<file path="src/rtl/switch_detection.sv">
// Debounces two active-low push-buttons (Key[0]=ON, Key[1]=OFF) into a latched fake_switch level.
// Build option: define SWITCH_TOGGLE_EN for single-button toggle mode on Key[0].
module switch_detection #(
   parameter int unsigned DEBOUNCE_CYCLES = 1_000_000,
   parameter int unsigned CNT_W           = 20
) (
   input  logic       Sys_CLK,
   input  logic       Sys_RST,
   input  logic [1:0] Key,
   output logic       fake_switch
);

   //  state   | meaning
   //  SW_OFF  | switch level 0, waiting for an ON (or toggle) event
   //  SW_ON   | switch level 1, waiting for an OFF (or toggle) event
   typedef enum logic {
      SW_OFF = 1'b0,
      SW_ON  = 1'b1
   } sw_state_e;

   localparam logic [CNT_W-1:0] CNT_MAX = CNT_W'(DEBOUNCE_CYCLES - 1);

   logic [1:0]       s1_q;
   logic [1:0]       s2_q;
   logic [1:0]       db_q;
   logic [1:0]       db_d;
   logic [1:0]       db_prev_q;
   logic [1:0]       press;
   logic [CNT_W-1:0] cnt_q [2];
   logic [CNT_W-1:0] cnt_d [2];
   logic             on_evt;
   logic             off_evt;
   sw_state_e        state_q;
   logic             fake_switch_q;

   // Counter restarts on any return to the accepted level, so a bounce never accumulates.
   always_comb begin
      db_d     = db_q;
      cnt_d[0] = cnt_q[0];
      cnt_d[1] = cnt_q[1];
      for (int i = 0; i < 2; i++) begin
         if (s2_q[i] == db_q[i]) begin
            cnt_d[i] = '0;
         end else if (cnt_q[i] == CNT_MAX) begin
            db_d[i]  = s2_q[i];
            cnt_d[i] = '0;
         end else begin
            cnt_d[i] = cnt_q[i] + CNT_W'(1);
         end
      end
   end

   always_ff @(posedge Sys_CLK or negedge Sys_RST) begin
      if (!Sys_RST) begin
         s1_q      <= 2'b11;
         s2_q      <= 2'b11;
         db_q      <= 2'b11;
         db_prev_q <= 2'b11;
         cnt_q[0]  <= '0;
         cnt_q[1]  <= '0;
      end else begin
         s1_q      <= Key;
         s2_q      <= s1_q;
         db_q      <= db_d;
         db_prev_q <= db_q;
         cnt_q[0]  <= cnt_d[0];
         cnt_q[1]  <= cnt_d[1];
      end
   end

   // Falling edge of the debounced level only; releases are silent.
   assign press = db_prev_q & ~db_q;

`ifdef SWITCH_TOGGLE_EN
   assign on_evt  = press[0];
   assign off_evt = press[0];
`else
   assign on_evt  = press[0] & ~press[1];
   assign off_evt = press[1] & ~press[0];
`endif

   always_ff @(posedge Sys_CLK or negedge Sys_RST) begin
      if (!Sys_RST) begin
         state_q       <= SW_OFF;
         fake_switch_q <= 1'b0;
      end else begin
         case (state_q)
            SW_OFF: begin
               if (on_evt) begin
                  state_q       <= SW_ON;
                  fake_switch_q <= 1'b1;
               end
            end
            SW_ON: begin
               if (off_evt) begin
                  state_q       <= SW_OFF;
                  fake_switch_q <= 1'b0;
               end
            end
            default: begin
               state_q       <= SW_OFF;
               fake_switch_q <= 1'b0;
            end
         endcase
      end
   end

   assign fake_switch = fake_switch_q;

endmodule

</file>
<file path="config.mk">
export PLATFORM = sky130hd
export DESIGN_NAME = switch_detection
export DESIGN_NICKNAME = d
export VERILOG_FILES = /design/src/rtl/switch_detection.sv
export SDC_FILE = /design/constraint.sdc
export NUM_CORES = 1
export LEC_CHECK = 0
export CAP_MARGIN = 0
export CORE_MARGIN = 2
export CORE_UTILIZATION = 25
export DETAILED_ROUTE_END_ITERATION = 8
export SETUP_SLACK_MARGIN = 0.02
export SLEW_MARGIN = 20
export SYNTH_ARGS = -nofsm -noshare
export SYNTH_HDL_FRONTEND = slang
export SYNTH_SLANG_ARGS = --single-unit
export TNS_END_PERCENT = 1
</file>
<file path="constraint.sdc">
create_clock -name Sys_CLK -period 1.75 [get_ports Sys_CLK]
set_clock_uncertainty 0.1 [all_clocks]
set_input_delay 0.35 -clock Sys_CLK [delete_from_list [all_inputs] [get_ports Sys_CLK]]
set_output_delay 0.35 -clock Sys_CLK [all_outputs]
set_load 0.01 [all_outputs]
</file>
==> results by group <==
Power and ir drop
  – Reg power frac: 60.2%
  – Comb pwr share: 4.6%
  – LEAKAGE: 1.20 nW
  – Pwr per Cell Area: 668 nW/um^2
  – Internal: 0.00153 W
  – Switch share: 22.3%
  – Max IR drop VDD: 0.247 mV
  – Sw Pwr: 0.000440 W
  – Clk pwr share: 35.2%

Route
  – DRT Pass-1 Iters: 4
  – Drt initial violations: 110
  – Post-route ant nets: 0
  – DRC: 0
  – WL/cell: 11.6 um
  – Vias per cell: 4.58
  – DRT Wirelength: 4600 um
  – DR vias: 1814

Synth
  – Synthesized instance count: 238
  – Synth Area in Adders: 1.44%
  – Yosys warns: 0
  – Post-synth design cell area: 2430 um^2
  – Synth cell types: 39
  – Flops & latches, synth: 50
  – Complex-gate fraction of the synthesized area: 7.01%
  – Syn nets: 244
  – Mux cell area share after synthesis: 0.928%
  – Simple-Gate Fraction of Synth Area: 25.9%
  – Post-Syn Area per Cell: 10.2 um^2
  – Xor-xnor portion of the synthesized cell area: 9.38%
  – Post-synthesis sequential area ratio: 52.0%
  – Main combinational cell family by area after synthesis: simple AND/OR/NAND/NOR gates

Layout
  – Nets: 272
  – Fill cells: 944
  – Final instance area: 2950 um^2
  – Share of cells above drive strength 1: 22.8%
  – Area of the multi-input gates: 1150 um^2
  – Synth-to-Final Area Change: 21.4%
  – Register area: 1260 um^2
  – Diode count: 0

GRT
  – Initial antenna violation count: 0
  – Met1 Resource Use GR: 13.1%
  – Number of global-route vias before repair: 1816
  – GR peak layer: met2
  – Met2 Use GR: 15.7%
  – M3 GR Usage: 1.42%
  – Global-route wire length before repair: 8270 um
  – All-Layer GR Usage: 9.79%
  – Total gr overflow: 0
  – Pin count of the biggest net entering global routing: 51

CTS
  – CTS max path bufs: 2
  – H-tree depth: 2
  – CTS root buffer: clkbuf_8
  – Clock Latency Late Sink: 0.30 ns
  – Reg clk slew, reported paths: 0.09 ns
  – CTS tree: built
  – Cts bufs inserted: 5
  – Clk sink count: 50

STA
  – Max Fclk: 0.564 GHz
  – Tmin final: 1.77 ns
  – Final Worst Setup Slack: -0.0246 ns
  – Fin crit share: 101%
  – Hold slack: 0.264 ns
  – Count of final setup violators: 9
  – Max Slew Vio Count: 0
  – Rel. slew slack: 77.4%
  – RSZ-0062 raised after global routing: true
  – Worst-Margin Slew: 0.338 ns
  – Final Hold Fails: 0

Placement
  – GPL Wtd Cong: 0.738
  – Area post-placement: 2740 um^2
  – IO Port Bufs: 4
  – Pre-CTS setup slack: 0.0138 ns
  – DPL Wire Length: 3200 um

Outcome
  – Failing checks: negative setup slack
  – Status: finished with violations

Worst hold path
  – Type of the worst min-delay path: reg -> reg
  – Hold Crit Depth: 0

Floorplan
  – Initial Util: 26.0%
  – CORE AREA: 9330 um^2
  – Die X: 103 um
  – Ports: 5
  – Die Height: 103 um
  – Die area: 10500 um^2
  – Row cnt: 35

Setup path
  – Critical Path End Type: flip-flop
  – WP buf/inv: 1
  – CP Data Required Time: 1.83 ns
  – Worst Reg-to-Reg Cells: 5
  – Crit-path max cell delay: 0.52 ns
  – Crit-path slowest cell: or4b_4
  – Critical path class: reg -> reg
  – Worst-path maximum fanout: 5
  – Worst Path Arrival: 1.86 ns
  – Delay-heaviest family, CP: simple AND/OR/NAND/NOR gates
  – Crit start category: flip-flop
  – Worst-path cell chain: nand3_2 -> or4b_4 -> o31ai_4 -> buf_4 -> a21oi_1
  – CP Depth: 5

Run
  – Max-cap violations: 0
-- area by class of cell --
cell class,instances,share of cell area (%)
Sequential cell,50,42.9
Multi-Input combinational cell,174,39.0
Timing Repair Buffer,30,8.79
Tap cell,129,5.48
Clock buffer,6,2.80
Inverter,5,0.637
Clock inverter,2,0.425
-- synthesized netlist by cell type (all sizes together) --
library cell  instances  area share (%)
o21ai                 6             1.2
o41ai                 1            0.36
maj3                  1            0.41
o31ai                 6             2.4
nor2                 32             4.9
a21o                  1            0.31
inv                   5            0.77
and3                  9             2.4
and4                  3             1.1
nand2b                2            0.52
nand4                13             3.6
nand4bb               1            0.46
nor4                  4             1.0
clkbuf                1            0.21
xnor2                12             4.3
nand2                15             2.3
buf                   8             2.4
nand4b                2            0.72
and2                  4             1.0
or4                   4             1.2
dfstp                 8             8.7
nor4b                 1            0.36
nor2b                 1            0.26
nor4bb                1            0.41
nand3                12             2.5
ha                    2             1.0
or4b                  1            0.57
nor3                  6             1.2
dfrtp                42              43
or3                   5             1.3
xor2                 14             5.1
a21oi                13             2.7
mux2                  2            0.93
-- final timing paths --
path                       slack (ns)       from         to
max                             -0.02  cnt_q[38]  cnt_q[35]
min                              0.26    s1_q[1]    s2_q[1]
max reg2reg                     -0.02  cnt_q[38]  cnt_q[35]
min reg2reg                      0.26    s1_q[1]    s2_q[1]
max in group asynchronous        0.80    Sys_RST    db_q[0]
min in group asynchronous        0.46    Sys_RST  cnt_q[12]
-- per-stage QoR --
| stage | total power [W] | cells | setup TNS [ns] | util (%) |
|---|---|---|---|---|
| detailed placement | 0.00130 | 384 | 0 | 29.4 |
| floorplan | 0.00124 | 238 | 0 | - |
| finish | 0.00197 | 396 | -0.110 | 31.6 |
| global route | 0.00206 | 396 | -1.04 | 31.6 |
| CTS | 0.00200 | 393 | -0.0328 | 30.5 |
| global placement | 0.00129 | 384 | 0 | 29.4 |
-- worst register-to-register path: cells and delay by family (launching register included) --
family,cells,cell delay (ns)
buffers and inverters,1,0.20
AND/OR/NAND/NOR,2,0.61
flip-flops,1,0.39
AO/OA/AOI/OAI,2,0.36
-- logic make-up after synthesis --
family / Yosys count
flops: 50
fa+ha+maj: 3
compound gates: 27
xor+xnor: 26
simple gates: 116
mux: 2
buf+inv: 14
-- per-layer routing --
layer | vias up | share of wire, %
met3 | 7 | 1.8
met1 | 893 | 48
met4 | 0 | 2.1
li1 | 899 | -
met2 | 15 | 48
met5 | - | 0
-- flip-flops by register name (all words and copies together), names as in the netlist --
register / cells
cnt_q: 40
db_prev_q: 2
db_q: 2
fake_switch: 1
s1_q: 2
s2_q: 2
state_q: 1
-- power by group through the flow --
stage | Sequential, W | Clock (W) | Combinational, W
after global routing | 0.00119 | 0.000770 | 0.000104
after floorplan | 0.00121 | 0 | 0.0000388
after detailed placement | 0.00121 | 0 | 0.0000879
final | 0.00119 | 0.000694 | 0.0000904
after global placement | 0.00121 | 0 | 0.0000862
after CTS | 0.00119 | 0.000729 | 0.0000899
-- layout by cell type, fill, tap and decap left out, types with 3 or more instances in the layout --
| cell | count |
|---|---|
| or4_1 | 4 |
| o31ai_1 | 4 |
| xnor2_1 | 12 |
| nor3_1 | 5 |
| nor4_2 | 3 |
| buf_4 | 21 |
| nor2_1 | 31 |
| nand2_1 | 15 |
| nand4_1 | 12 |
| buf_6 | 3 |
| inv_1 | 5 |
| dfstp_2 | 8 |
| nand3_1 | 11 |
| or3_1 | 5 |
| o21ai_0 | 6 |
| xor2_1 | 14 |
| clkbuf_8 | 6 |
| and3_1 | 7 |
| a21oi_1 | 12 |
| dfrtp_1 | 40 |
| and2_1 | 3 |
-- timing repair --
| action | in CTS | in global routing |
|---|---|---|
| hold buffers | 1 | 0 |
| cloned | 0 | 0 |
| gates resized for setup | 0 | 19 |
| pin swaps | 0 | 4 |
| setup endpoints to repair | 16 | 43 |
| hold endpoints to repair | 42 | 0 |
| buffers inserted | 0 | 3 |
No activity file was read; power rests on OpenSTA's default activity.
==> RTL edit 1: new RTL, config.mk and constraints unchanged <==
Build with the macro `SWITCH_TOGGLE_EN` defined.
--- a/src/rtl/switch_detection.sv
+++ b/src/rtl/switch_detection.sv
@@ -2,2 +2,4 @@
 // Build option: define SWITCH_TOGGLE_EN for single-button toggle mode on Key[0].
+`define SWITCH_TOGGLE_EN
+
 module switch_detection #(
Function: same outputs for any inputs over 10 cycles, from zero or initial values and one cycle with Sys_RST low; that may be too few to reach the edited logic, so the function may still have changed.
==> RTL edit 1 against the original RTL <==
- the run still ends with negative setup slack left
- area after synthesis down 49%
- via count down 45%
- sequential cell count down 24
- non-clock buffer count down 2
- final area down 43%
- power down 40%
- wire length down 35%
- worst setup slack better by 0.012 ns
==> RTL edit 1: results (changes against the original RTL) <==
Share of post-route cells with drive strength above 1: 37.84% (+15 points)
Via count: 1006 (-45%)
Sequential fraction of the synthesis area: 52.93% (+0.97 points)
Synth Area in Adders: 3.030% (+1.6 points)
Hold endpoint: s2_q[0]
Critical path's slowest cell: or4_4
Top Family by Delay on Critical Path: simple AND/OR/NAND/NOR gates
First-pass GRT wire length: 4733 um (-43%)
Synth Area in XOR/XNOR: 9.899% (+0.52 points)
Post-synthesis compound-gate area fraction: 5.960% (-1.1 points)
Worst slew pin tran: 0.3312 ns (-0.006930 ns)
Initial antenna violation count: 0 (unchanged)
R2R depth: 4 (-1)
Mux cell area share after synthesis: 0.9091% (-0.019 points)
Critical Path Start: cnt_q[32]
Slowest stage delay, CP: 0.50 ns (-0.02 ns)
Synth area leaders: dfrtp_1 44%, dfstp_2 8.5%, xor2_1 6.4%
Gate count of the mapped netlist: 118 (-50%)
Netlist cell types: 32 (-18%)
Worst vdd ir: 314.2 uV (+27%)
Placed insts: 201 (-48%)
Post-CTS resize count: 10 (+10)
H-tree depth: 1 (-1)
Port Buffers: 3 (-1)
Router iterations before antenna repair: 4 (unchanged)
Failing checks: negative setup slack
Num CTS Buffers: 3 (-2)
Clock power share: 42.7% (+7.5 points)
Pint: 0.0009439 W (-38%)
Final hold slack: 0.2608 ns (-0.003168 ns)
Max reg flops: 20 (-50%)
Initial drt markers: 63 (-43%)
Hold_sp: s1_q[0]
Syn nets: 125 (-49%)
Worst r2r src: cnt_q[32]
Comb pwr: 0.0000592 W (-35%)
R2R Path End: cnt_q[37]
Final setup viols: 1 (-8)
Setup TNS: -0.01214 ns (+0.09823 ns)
DRT Wirelength: 2999 um (-35%)
Hpwl dp: 1958 um (-39%)
Commonest cells in the netlist: 22 x dfrtp_1, 17 x nor2_1, 9 x nand2_1, 9 x xor2_1
Ant diodes: 0 (unchanged)
Clk Latency, worst-skew pair: 0.27 ns (-0.03 ns)
Final net count: 156 (-43%)
Post-route setup slack: -0.01214 ns (+0.01245 ns)
Status: complete, but fails checks
Gpl congestion: 0.8627 (+17%)
Routed vias/inst: 4.679 (+2.1%)
Post-CTS setup buffers: 7 (+7)
Arr. time, crit path: 1.87 ns
P_sw: 0.0002348 W (-47%)
Pleak: 0.6901 nW (-42%)
Main power group: sequential cells
Largest net degree at the start of global routing: 27 (-47%)
GRT Overall Usage: 11.23% (+1.4 points)
RTL edit 1: changes by cell type after synthesis, sizes merged, moves of 5 or more:
cell / change
dfrtp: -20
nor2: -15
nand4: -9
a21oi: -7
nand3: -7
xnor2: -7
and3: -6
buf: -6
nand2: -6
xor2: -5
RTL edit 1: layer usage:
metal,track usage [%],part of all wire (%),vias up
li1,-,-,475
met1,11.81,39,502
met2,21.63,55,21
met3,2.168,3.0,8
met4,4.563,2.1,0
met5,0,0,-
RTL edit 1: layout make-up:
cell class	instances	area [um2]
Clock inverter	1	30.03
Inverter	3	11.26
Timing Repair Buffer	28	229.0
Sequential cell	26	659.4
Clock buffer	3	41.29
Fill cell	476	3072
Tap cell	67	83.83
Multi-Input combinational cell	87	628.1
RTL edit 1: metrics by stage:
step,instance area [um2],setup slack [ns]
finish,1683,-0.01214
global route,1683,-0.06979
CTS,1632,-0.002096
detailed placement,1465,-0.07038
global placement,1465,0.02674
floorplan,1244,0.009259
==> RTL edit 2: new RTL, config.mk and constraints unchanged <==
Made on the original files. Make the reset (`Sys_RST`) synchronous in 2 clocked blocks.
--- a/src/rtl/switch_detection.sv
+++ b/src/rtl/switch_detection.sv
@@ -52,3 +52,3 @@
 
-   always_ff @(posedge Sys_CLK or negedge Sys_RST) begin
+   always_ff @(posedge Sys_CLK) begin
       if (!Sys_RST) begin
@@ -81,3 +81,3 @@
 
-   always_ff @(posedge Sys_CLK or negedge Sys_RST) begin
+   always_ff @(posedge Sys_CLK) begin
       if (!Sys_RST) begin
Behaviour: same outputs for any inputs over 10 cycles, from zero or initial values and one cycle with Sys_RST low; that may be too few to reach the edited logic, so the function may still have changed.
==> RTL edit 2 against the original RTL <==
- the run still ends with negative setup slack left
- first-iteration DRC count fell by 45%
- highest routed layer unchanged
- worst setup slack improved by 0.014 ns
- final area fell by 5.1%
- sequential cell count did not move
- wire length fell by 6.3%
- count of clock-buffer cells in the layout fell by 1
- area after synthesis fell by 11%
- utilization rose by 2.1 points
Power is not compared: it rests on default switching activity, and its combinational part moved more than twofold at a synthesized area within 25%.
==> RTL edit 2: results (changes against the original RTL) <==
Final cell count without fillers: 392 (-1.0%)
Data buffer area share: 11.63% (+2.8 points)
GR Layer Usage met2: 14.96% (-0.78 points)
Share of post-route cells with drive strength above 1: 26.48% (+3.6 points)
Syn nets: 252 (+3.3%)
M3 GR Usage: 2.950% (+1.5 points)
First-pass GRT wire length: 7555 um (-8.7%)
Met1 global-route usage: 12.21% (-0.94 points)
Layout clock area frac: 4.070% (+0.84 points)
Failing checks: negative setup slack
Fill cells: 853 (-9.6%)
GRT Overall Usage: 9.486% (-0.30 points)
Post-CTS resize count: 8 (+8)
Final instance area: 2798 um2 (-5.1%)
Status: complete, but fails checks
Critical path's slowest cell: or4_4
Final setup viols: 1 (-8)
Primary FF master, synth: dfxtp_1
Post-route setup slack: -0.01094 ns (+0.01365 ns)
Total power: 0.001992 W
Initial drt markers: 61 (-45%)
Non-CTS inverters: 8 (+3)
Crit path max fanout: 6 (+1)
Arr. time, crit path: 1.90 ns (+0.04 ns)
Signal buffers: 41 (+37%)
-- RTL edit 2: cell families after synthesis --
| kind of cell | share of synthesized area (%) |
|---|---|
| and+or+nand+nor | 29.41 |
| DFF | 46.22 |
| AOI/OAI and AO/OA | 8.262 |
| xor gates and xnor gates | 10.11 |
| buffers and inverters | 3.350 |
| adders and majority gates | 1.617 |
| muxes | 1.040 |
-- RTL edit 2: final timing paths --
kind                 from      endpoint  slack [ns]  cells past startpoint
max          cnt_q[0][21]  cnt_q[0][38]       -0.01                      5
max reg2reg  cnt_q[0][21]  cnt_q[0][38]       -0.01                      5
min               s1_q[1]       s2_q[1]        0.31                      1
min reg2reg       s1_q[1]       s2_q[1]        0.31                      1
-- RTL edit 2: layer usage --
metal  wire (um)  share of wire, %
met5           0                 0
met3         118               2.7
met1        2119                49
met2        2008                47
met4          64               1.5
